<file path="src/rtl/fetch_pkg.sv">
// fetch_pkg: shared types and default widths for the fetch sequencer.
// Optional feature macro (used by fetch_sequencer): FETCH_INSTCOUNT_EN.
package fetch_pkg;

  // Sequencer control states.
  typedef enum logic [1:0] {
    IDLE = 2'd0,
    RUN  = 2'd1,
    HALT = 2'd2
  } state_e;

  localparam int DEF_A          = 10;  // PC / ROM address width
  localparam int DEF_OFS_W      = 8;   // signed branch offset width
  localparam int DEF_CNT_W      = 16;  // retired-instruction counter width
  localparam int DEF_START_ADDR = 0;   // PC loaded on every accepted Start

endpackage : fetch_pkg

</file>
<file path="src/rtl/fetch_next_pc.sv">
// fetch_next_pc: combinational next-PC selection for one RUN cycle.
// Priority: halt > jump > branch > sequential. A sequential step from the
// last address does not wrap; it holds the PC and requests a faulted stop.
module fetch_next_pc #(
  parameter int A     = 10,
  parameter int OFS_W = 8
) (
  input  logic [A-1:0]     pc,
  input  logic             halt,
  input  logic             jump_en,
  input  logic [A-1:0]     jump_target,
  input  logic             branch_taken,
  input  logic [OFS_W-1:0] branch_offset,
  output logic [A-1:0]     next_pc,
  output logic             stop,
  output logic             fault
);

  logic [A-1:0] ofs_ext;

  // Sign-extend the relative offset to PC width; the add then wraps mod 2**A.
  assign ofs_ext = {{(A - OFS_W){branch_offset[OFS_W-1]}}, branch_offset};

  // Pick the next PC and flag halt / fall-off-the-end conditions.
  always_comb begin
    // NOTE: every output gets a default before the if-chain so no path leaves it unassigned (no latch).
    next_pc = pc;
    stop    = 1'b0;
    fault   = 1'b0;
    if (halt) begin
      stop = 1'b1;
    end else if (jump_en) begin
      next_pc = jump_target;
    end else if (branch_taken) begin
      next_pc = pc + ofs_ext;
    end else if (pc == '1) begin
      stop  = 1'b1;
      fault = 1'b1;
    end else begin
      next_pc = pc + A'(1);
    end
  end

endmodule : fetch_next_pc

</file>
<file path="src/rtl/fetch_sequencer.sv">
// fetch_sequencer: PC owner and fetch controller for the instruction ROM.
// Handles Start/Done handshake, RUN sequencing with stall/halt/jump/branch,
// and an optional saturating retired-instruction counter enabled by the
// FETCH_INSTCOUNT_EN macro (InstCount reads 0 when the macro is undefined).
module fetch_sequencer
  import fetch_pkg::*;
#(
  parameter int           A          = DEF_A,
  parameter int           OFS_W      = DEF_OFS_W,
  parameter logic [A-1:0] START_ADDR = A'(DEF_START_ADDR),
  parameter int           CNT_W      = DEF_CNT_W
) (
  input  logic             Clk,
  input  logic             Reset,
  input  logic             Start,
  input  logic             Stall,
  input  logic             Halt,
  input  logic             JumpEn,
  input  logic [A-1:0]     JumpTarget,
  input  logic             BranchTaken,
  input  logic [OFS_W-1:0] BranchOffset,
  output logic [A-1:0]     InstAddress,
  output logic             Running,
  output logic             Done,
  output logic             Fault,
  output logic [CNT_W-1:0] InstCount
);

  state_e       state_q, state_d;
  logic [A-1:0] pc_q, pc_d;
  logic         fault_q, fault_d;

  logic [A-1:0] np_next_pc;
  logic         np_stop;
  logic         np_fault;

  fetch_next_pc #(
    .A     (A),
    .OFS_W (OFS_W)
  ) u_next_pc (
    .pc            (pc_q),
    .halt          (Halt),
    .jump_en       (JumpEn),
    .jump_target   (JumpTarget),
    .branch_taken  (BranchTaken),
    .branch_offset (BranchOffset),
    .next_pc       (np_next_pc),
    .stop          (np_stop),
    .fault         (np_fault)
  );

  // State, PC and fault flag registers.
  always_ff @(posedge Clk or negedge Reset) begin
    if (!Reset) begin
      state_q <= IDLE;
      pc_q    <= '0;
      fault_q <= 1'b0;
    end else begin
      // NOTE: sequential state uses non-blocking assignments so all registers update from pre-edge values.
      state_q <= state_d;
      pc_q    <= pc_d;
      fault_q <= fault_d;
    end
  end

  // Next-state logic: Start only in IDLE/HALT; Stall freezes a RUN cycle.
  always_comb begin
    state_d = state_q;
    pc_d    = pc_q;
    fault_d = fault_q;
    unique case (state_q)
      IDLE: begin
        if (Start) begin
          pc_d    = START_ADDR;
          state_d = RUN;
        end
      end
      RUN: begin
        if (!Stall) begin
          pc_d = np_next_pc;
          if (np_stop) state_d = HALT;
          if (np_fault) fault_d = 1'b1;
        end
      end
      HALT: begin
        if (Start) begin
          pc_d    = START_ADDR;
          fault_d = 1'b0;
          state_d = RUN;
        end
      end
      default: begin
        state_d = IDLE;
        pc_d    = '0;
        fault_d = 1'b0;
      end
    endcase
  end

  assign InstAddress = pc_q;
  assign Running     = (state_q == RUN);
  assign Done        = (state_q == HALT);
  assign Fault       = fault_q;

`ifdef FETCH_INSTCOUNT_EN
  logic [CNT_W-1:0] cnt_q;

  // Retired-instruction counter: clears on accepted Start, counts every
  // non-stalled RUN cycle (halt and faulting fetch included), saturates.
  always_ff @(posedge Clk or negedge Reset) begin
    if (!Reset) begin
      cnt_q <= '0;
    end else if (Start && (state_q != RUN)) begin
      cnt_q <= '0;
    end else if ((state_q == RUN) && !Stall && (cnt_q != '1)) begin
      cnt_q <= cnt_q + CNT_W'(1);
    end
  end

  assign InstCount = cnt_q;
`else
  assign InstCount = '0;
`endif

endmodule : fetch_sequencer

</file>
<file path="config.mk">
export PLATFORM = sky130hd
export DESIGN_NAME = fetch_sequencer
export DESIGN_NICKNAME = d
export VERILOG_FILES = /design/src/rtl/fetch_pkg.sv /design/src/rtl/fetch_next_pc.sv /design/src/rtl/fetch_sequencer.sv
export SDC_FILE = /design/constraint.sdc
export NUM_CORES = 1
export LEC_CHECK = 0
export CORE_ASPECT_RATIO = 2
export CORE_MARGIN = 2
export CORE_UTILIZATION = 25
export DETAILED_ROUTE_END_ITERATION = 7
export SETUP_SLACK_MARGIN = 0.1
export SLEW_MARGIN = 10
export SYNTH_ARGS = -nofsm -noshare
export SYNTH_HDL_FRONTEND = slang
export SYNTH_SLANG_ARGS = --single-unit
</file>
<file path="constraint.sdc">
create_clock -name Clk -period 5.85 [get_ports Clk]
set_clock_uncertainty 0.1 [all_clocks]
set_input_delay 0.8775 -clock Clk [delete_from_list [all_inputs] [get_ports Clk]]
set_output_delay 0.8775 -clock Clk [all_outputs]
set_load 0.03 [all_outputs]
</file>
# --- After elaboration in Yosys (flattened, before gate mapping) ---
# Index checks and enable logic that the tools add are counted.
classes:
  n_reduce_logical: 5
  muxes: 20
  bitwise: 1
  eq_ne: 10
  n_addsub: 2
ops:
  columns: ["operator", "n"]
  rows:
  - ["2-to-1 mux 10 bit", 6]
  - ["case mux 10 bit (2 select lines)", 1]
  - ["adder 10 x 1 -> 10 bit, second input constant", 1]
  - ["adder 10 bit", 1]
  - ["equality test 10 bit, second input constant", 1]
  - ["2-to-1 mux 1 bit", 8]
  - ["AND reduction 4 bit", 2]
  - ["2-to-1 mux 2 bit", 3]
  - ["inequality test 2 x 1 -> 1 bit, second input constant", 3]
  - ["inequality test 2 bit, second input constant", 3]
  - ["inequality test 4 bit, second input constant", 1]
  - ["case mux 2 bit (2 select lines)", 1]
  - ["case mux 1 bit (3 select lines)", 1]
  - ["AND reduction 3 bit", 1]
  - ["equality test 2 x 1 -> 1 bit, second input constant", 1]
  - ["equality test 2 bit, second input constant", 1]
  - ["zero test 2 bit", 1]
  - ["OR reduction 2 bit", 1]
  - ["inverter 1 bit", 1]
totals:
  ff_bits: 13
  output_inout_bits: 29

# --- Longest topological paths before layout ---
# Gate-level depths: netlist of run 1.
logic_depth:
  word_depth: 8
  ltp_mapped: 8
  depth_no_buf: 8

# --- Modules after synthesis ---
# From an unflattened synthesis of run 1, not the netlist that was laid out.
unflattened:
  cells_unflattened: 206
  area_unflattened_um2: 1783.0
modules_own_cells:
  columns: ["module", "n_inst", "cells_each", "area_per_inst_um2"]
  rows:
  - ["fetch_next_pc", 1, 142, 977.2]
  - ["fetch_sequencer", 1, 64, 805.8]

# --- Worst setup path after synthesis of run 1 ---
# Ideal clock, no wire load.
synth_timing:
  path_kind: "input port to flip-flop"
  start: "in BranchOffset[0]"
  end: "reg pc_q[6] (netlist: InstAddress[6])"
  required_ns: 5.684
  t_arrival_ns: 2.635
  setup_slack_ns: 3.049
  setup_time_ns: 0.066
  stages: 8
  path_buffers: 0
  cell_sequence: "nand2b_1 -> ha_1 -> fa_1 -> a211oi_1 -> o21bai_1 -> a2111oi_0 -> nand3b_1 -> a22o_1"
synth_via:
  elab_chain_len: 6
synth_rtl:
  columns: ["item", "line_no", "rtl"]
  rows:
  - ["start, declared", "fetch_sequencer.sv:21", "input logic [OFS_W-1:0] BranchOffset,"]
  - ["adder 10 bit", "fetch_next_pc.sv:35", "next_pc = pc + ofs_ext;"]
  - ["2-to-1 mux 10 bit", "fetch_next_pc.sv:34", "end else if (branch_taken) begin"]
  - ["2-to-1 mux 10 bit", "fetch_next_pc.sv:32", "end else if (jump_en) begin"]
  - ["2-to-1 mux 10 bit", "fetch_next_pc.sv:30", "if (halt) begin"]
  - ["2-to-1 mux 10 bit", "fetch_sequencer.sv:79", "if (!Stall) begin"]
  - ["case mux 10 bit (2 select lines)", "fetch_sequencer.sv:71", "unique case (state_q)"]
  - ["end signal, assigned", "fetch_sequencer.sv:61", "pc_q <= pc_d;"]
  - ["end, declared", "fetch_sequencer.sv:30", "logic [A-1:0] pc_q, pc_d;"]
# Every way passes these cells. The select of a mux whose other input is x is not followed.
# A chain may end at the register's enable or synchronous reset.

# --- Final worst setup path of run 1 ---
layout_timing:
  start: "in BranchTaken"
  end: "reg pc_q[6] (netlist: InstAddress[6])"
layout_via:
  elab_chain_len: 5
layout_rtl:
  columns: ["item", "line_no", "rtl"]
  rows:
  - ["start, declared", "fetch_sequencer.sv:20", "input logic BranchTaken,"]
  - ["2-to-1 mux 10 bit", "fetch_next_pc.sv:34", null]
  - ["2-to-1 mux 10 bit", "fetch_next_pc.sv:32", null]
  - ["2-to-1 mux 10 bit", "fetch_next_pc.sv:30", null]
  - ["2-to-1 mux 10 bit", "fetch_sequencer.sv:79", null]
  - ["case mux 10 bit (2 select lines)", "fetch_sequencer.sv:71", null]
# Several ways; a longest one is shown, not always the timed one. The select of a mux whose other input is x is not followed.

==> results of run 1 <==
## Yosys cell counts, types with 2 or more instances
| library cell | instances |
|---|---|
| buf_4 | 16 |
| o22ai_1 | 3 |
| nand2_1 | 10 |
| nor4_1 | 3 |
| dfrtp_1 | 13 |
| mux2i_1 | 3 |
| a211oi_1 | 4 |
| buf_6 | 2 |
| and3_1 | 3 |
| ha_1 | 9 |
| and4_1 | 2 |
| o21ai_0 | 3 |
| o21bai_1 | 2 |
| a21o_1 | 3 |
| a22o_1 | 4 |
| o21ai_1 | 7 |
| nor2b_1 | 2 |
| a32oi_1 | 3 |
| inv_1 | 5 |
| o31ai_2 | 3 |
| xor2_1 | 3 |
| nor2_1 | 8 |
| a21oi_1 | 3 |
| and2_1 | 6 |
## state kept, by name (all words and copies together), names as in the netlist
name	cells
Fault	1
state_q	2
InstAddress	10
## layer usage
metal  global-route usage, %  wire (um)
met4                    5.36         49
met1                    12.2       1190
met2                    25.8       2080
met3                       0        111
met5                       0          0
## layout make-up
| cell class | instances | area, um^2 |
|---|---|---|
| Multi-Input combinational cell | 120 | 846 |
| Clock buffer | 4 | 45.0 |
| Sequential cell | 13 | 325 |
| Timing Repair Buffer | 37 | 370 |
| Fill cell | 537 | 3230 |
| Inverter | 5 | 18.8 |
| Tap cell | 57 | 71.3 |
## final timing paths
path | slack, ns | from | depth (start not counted) | to
max in group asynchronous | 4.36 | Reset | 1 | InstAddress[6]
worst max register to register | 3.35 | InstAddress[0] | 7 | InstAddress[6]
worst min-delay path | 0.45 | Fault | 2 | Fault
worst min register to register | 0.45 | Fault | 2 | Fault
min in group asynchronous | 0.91 | Reset | 1 | InstAddress[2]
worst max-delay path | 2.39 | BranchTaken | 9 | InstAddress[6]
## kinds of logic (layout without fill, tap and decap cells)
| kind of cell | after synthesis | in the layout | share of synthesized area [%] |
|---|---|---|---|
| mux | 4 | 4 | 3.22 |
| other cells | 1 | 16 | 0.293 |
| simple gates | 43 | 43 | 19.5 |
| compound gates | 43 | 43 | 25.5 |
| flops | 13 | 13 | 25.4 |
| fa+ha+maj | 10 | 10 | 10.4 |
| buf+inv | 24 | 46 | 13.0 |
| xor+xnor | 4 | 4 | 2.73 |
## worst max-delay path, delay by kind of cell
family                     cells  cell delay, ns
adders and majority gates      2            0.66
buffers and inverters          1            0.66
AOI/OAI and AO/OA              4            1.05
and+or+nand+nor                2            0.29
## power breakdown
group / leakage, nW / switching, mW / internal (mW)
combinational: 0.563 / 0.181 / 0.132
sequential: 0.174 / 0.0388 / 0.115
clock: 0.0228 / 0.0296 / 0.0480
## per-stage QoR
| step | setup WS, ns | area (um^2) | total power [mW] |
|---|---|---|---|
| 6_report | 2.39 | 1680 | 0.544 |
| 5_1_grt | 2.13 | 1680 | 0.582 |
| 4_1_cts | 2.36 | 1680 | 0.548 |
| 3_5_place_dp | 2.14 | 1630 | 0.470 |
| 3_3_place_gp | 2.13 | 1630 | 0.466 |
| 2_1_floorplan | 3.05 | 1340 | 0.372 |
==> impl_results.md, run 1 <==
- Routed WL per cell: 14.5 um
- Final setup violation count: 0
- CTS tree: yes
- Area Growth Syn to Fin: 30.9%
- I/O Buffers: 37
- Critical path fanouts, max: 9
- Pins Over Slew Limit: 0
- Share of layout cells above drive strength 1: 6.15%
- Vias: 1166
- Final number of hold-violating endpoints: 0
- Syn Inst Count: 142
- Initial antenna violation count: 0
- P_leak: 0.760 nW
- Die Area: 5750 um^2
- Power per cell area: 325 nW/um^2
- CTS hold repair buffers: 0
- Core area: 4910 um^2
- Critical path type: primary input to flip-flop
- Max clock buf depth: 2
- First-pass GRT wire length: 5490 um
- Cell breakdown of the critical path: clkdlybuf4s50_1, nand2b_1, ha_1, fa_1, a211oi_1, o21bai_1, a2111oi_0, nand3b_1, a22o_1
- CTS H-Tree Depth: 1
- Post-CTS setup buffer count: 0
- Routed WL: 3430 um
- Total I/O pin count: 54
- Post-CTS sizing: 0
- Clk root buf: clkbuf_8
- Post-synth top area share: 25.4%
- ANT nets after route: 0
- Hold/Removal Path Class: flip-flop to flip-flop
- CTS sink cnt: 13
- FP Rows: 36
- Pin count of the biggest net entering global routing: 18
- Ant. Diodes: 0
- Status: completed
- Commonest non-fill, non-tap cells in the layout: clkdlybuf4s50_1 (37), conb_1 (16), dfrtp_1 (13)
- Worst hold slack: 0.447 ns
- Final GP Congestion: 0.817
- Max stage delay cell, worst path: clkdlybuf4s50_1
- CTS clock-pin slew for the worst setup and hold paths: 0.05 ns
- Synthesized area: 1280 um^2
- Final TNS setup: 0 ns
- Commonest non-fill, non-tap cell in the layout: clkdlybuf4s50_1
- TritonCTS Buffers: 3
- Number of flops mapped to enable cells by yosys: 0
- Residual DRC: 0
- RSZ-0062 raised after global routing: false
- Die Span Y: 105 um
- CP required: 5.92 ns
- Synthesized flop and latch total: 13
- Clock latency on the worst-skew pair: 0.24 ns
- Global route total overflow: 0
- Top post-synthesis cells by area: dfrtp_1 (25%), buf_4 (9.4%), ha_1 (8.8%), and2_1 (2.9%), nand2_1 (2.9%)
- Syn Area/Cell: 9.02 um^2
- Worst Max-Slew Pin Slew: 1.10 ns
- Slew headroom: 27.0%
- Post-synth ARST share: 100%
- Peak VDD IR: 0.190 mV
- # nets final: 215
- F_max: 289 MHz
- Placed cells: 232
- CP max stage delay: 0.66 ns
- Pre-Repair DR Iteration Count: 4
- Vias/cell: 4.94
- CP arrival: 3.53 ns
- GRT Total Usage: 12.9%
- Post-synth top area cell: dfrtp_1
- Synthesis Warnings: 0
- Crit path capture type: flip-flop
- Sequential fraction of the synthesis area: 25.4%
- Fin crit share: 59.2%
- Final core utilization: 34.1%
- Max-cap violations: 0
- Crit path time final: 3.46 ns
- Initial DRC Count: 16
- Vias in the first global route: 1190
- Layout Cells excl Fill: 236
- Initial Util: 26.1%
- Die W: 54.6 um
- Most common flop cell mapped by yosys: dfrtp_1
- Final HPWL DP: 2920 um
- Startpoint Class: primary input
- Unique masters post-synth: 46
Power figures use the tool's default switching activity.
==> run 2, diff against run 1 <==
==> constraint.sdc (replaced) <==
create_clock -name Clk -period 3.6 [get_ports Clk]
set_clock_uncertainty 0.1 [all_clocks]
set_input_delay 0.54 -clock Clk [delete_from_list [all_inputs] [get_ports Clk]]
set_output_delay 0.54 -clock Clk [all_outputs]
set_load 0.03 [all_outputs]
==> run 2 against run 1 <==
  * Total power up 63%
  * Sequential share of layout area down 0.10 points
  * Worst hold slack worse by 0.021 ns
  * First-iteration DRC count decreased by 6.3%
  * Setup slack lost 1.8 ns
  * Via count decreased by 0.43%
  * Combinational power is 64% higher
  * Utilization grew 0.18 points
  * Sequential power increased by 60%
  * Count of clock-buffer cells in the layout down 1
  * Die area unchanged
==> impl_results.md, run 2 (synthesis results as in run 1) <==
- Post-CTS sizing: 0 (unchanged)
- Initial Util: 26.1% (unchanged)
- TritonCTS Buffers: 3 (unchanged)
- Placed inst area: 1640 um^2 (+0.46%)
- Initial antenna violation count: 0 (unchanged)
- Max-cap violations: 0 (unchanged)
- CP arrival: 3.08 ns (-0.45 ns)
- WP buf/inv: 1 (unchanged)
- Final setup violation count: 0 (unchanged)
- Max stage delay cell, worst path: clkdlybuf4s50_1
- FP Rows: 36 (unchanged)
- Pins Over Slew Limit: 0 (unchanged)
- Peak VDD IR: 0.307 mV (+62%)
- Residual DRC: 0 (unchanged)
- CP max stage delay: 0.63 ns (-0.03 ns)
- Die Span Y: 105 um (unchanged)
- Area Growth Syn to Fin: 31.5%
- # nets final: 216 (+0.47%)
- Pre-Repair DR Iteration Count: 4 (unchanged)
- CP required: 3.68 ns (-2.24 ns)
- Worst Max-Slew Pin Slew: 1.15 ns (+0.0548 ns)
- Crit path capture type: flip-flop
- Vias in the first global route: 1193 (+0.25%)
- First-pass GRT wire length: 5510 um (+0.51%)
- Final number of hold-violating endpoints: 0 (unchanged)
- Post-CTS setup buffer count: 0 (unchanged)
- Max clock buf depth: 2 (unchanged)
- Hold/Removal Path Class: flip-flop to flip-flop
- WP depth: 9 (unchanged)
- CTS sink cnt: 13 (unchanged)
- Power per cell area: 526 nW/um^2 (+62%)
- Routed WL per cell: 13.9 um (-4.1%)
- Fin crit share: 83.2%
- RSZ-0062 raised after global routing: false
- Design Area, Final: 1690 um^2 (+0.52%)
- P_leak: 0.767 nW (+0.99%)
- Delay-heaviest family, CP: compound AO/OA/AOI/OAI gates
- CTS clock-pin slew for the worst setup and hold paths: 0.06 ns (about the same)
- Max FFs per register: 10 (unchanged)
- Vias/cell: 4.90 (-0.85%)
- CTS H-Tree Depth: 1 (unchanged)
- Area of the multi-input gates: 846 um^2 (unchanged)
- Storage element area: 325 um^2 (unchanged)
- Critical path type: primary input to flip-flop
- Die W: 54.6 um (unchanged)
- Vias: 1161 (-0.43%)
- ANT nets after route: 0 (unchanged)
- Share of layout cells above drive strength 1: 7.22% (+1.1 points)
- CTS tree: yes
- F_max: 334 MHz
- Ant. Diodes: 0 (unchanged)
- Worst Hold Depth: 2 (unchanged)
- Final GP Congestion: 0.769 (-5.8%)
- Critical path fanouts, max: 9 (unchanged)
- Commonest non-fill, non-tap cells in the layout: clkdlybuf4s50_1 (37), conb_1 (16), dfrtp_1 (13)
- Final HPWL DP: 2880 um (-1.4%)
- Die Area: 5750 um^2 (unchanged)
- R2R depth: 7 (unchanged)
- Commonest non-fill, non-tap cell in the layout: clkdlybuf4s50_1
- Total I/O pin count: 54 (unchanged)
- Global route total overflow: 0 (unchanged)
- Clock latency on the worst-skew pair: 0.24 ns (about the same)
- FILL cells: 525 (-2.2%)
- Status: completed
- Startpoint Class: primary input
- Core area: 4910 um^2 (unchanged)
- I/O Buffers: 37 (unchanged)
- Clk root buf: clkbuf_8
- GRT Total Usage: 12.9% (about the same)
- Final TNS setup: 0 ns (unchanged)
- Pin count of the biggest net entering global routing: 17 (-1)
- Routed WL: 3300 um (-3.7%)
- Initial DRC Count: 15 (-1)
- Slew headroom: 23.3% (-3.7 points)
- Final core utilization: 34.3% (+0.18 points)
- CTS hold repair buffers: 0 (unchanged)
- Cell breakdown of the critical path: clkdlybuf4s50_1, nand2b_1, ha_1, fa_1, a211oi_1, o21bai_1, a2111oi_0, nand3b_1, a22o_1
- Crit path time final: 3.00 ns
run 2: cell types whose count changed in the layout (fill, tap and decap cells not counted), sizes merged:
cell	before	now
clkinv	0	1
buf	0	1
clkbuf	4	3
run 2: metal layers:
layer,up-vias,track usage [%],share of wire [%]
li1,572,-,-
met4,0,5.89,2.9
met1,544,12.9,35
met5,-,0,0
met3,7,0.850,3.5
met2,38,24.3,59
run 2: power by group:
part | total [mW] | internal [mW] | leakage, nW | switching, mW
registers | 0.246 | 0.187 | 0.174 | 0.0582
logic | 0.513 | 0.217 | 0.567 | 0.296
clock network | 0.129 | 0.0764 | 0.0255 | 0.0525
run 2: path summary, 6_finish.rpt:
check	start	endpoint	slack [ns]
hold reg to reg	Fault	Fault	0.43
setup / recovery	BranchTaken	InstAddress[6]	0.60
max in group asynchronous	Reset	InstAddress[8]	2.44
setup reg to reg	InstAddress[0]	InstAddress[6]	1.16
hold / removal	Fault	Fault	0.43
min in group asynchronous	Reset	InstAddress[0]	0.57
run 2: cell type report:
cell class	instances	share of cell area, %
multi-input cells	120	50.2
repair buffers	38	22.4
flip-flops and latches	13	19.3
well taps	57	4.23
clock buffers	3	2.45
inverters	5	1.11
clock inverters	1	0.297
run 2: stage by stage:
stage | instances | setup slack, ns | hold slack (ns) | total power, mW
final | 237 | 0.603 | 0.427 | 0.887
after global routing | 237 | 0.412 | 0.468 | 0.958
after CTS | 237 | 0.600 | 0.444 | 0.898
after detailed placement | 233 | 0.349 | 0.430 | 0.767
after global placement | 233 | 0.376 | 0.428 | 0.760
after floorplan | 157 | 1.14 | 0.144 | 0.604
run 2: tightest hold or removal path, cell delays in order, from the launching register on:
cell     delay, ns
dfrtp_1       0.36
nand2_1       0.06
o21ai_1       0.07
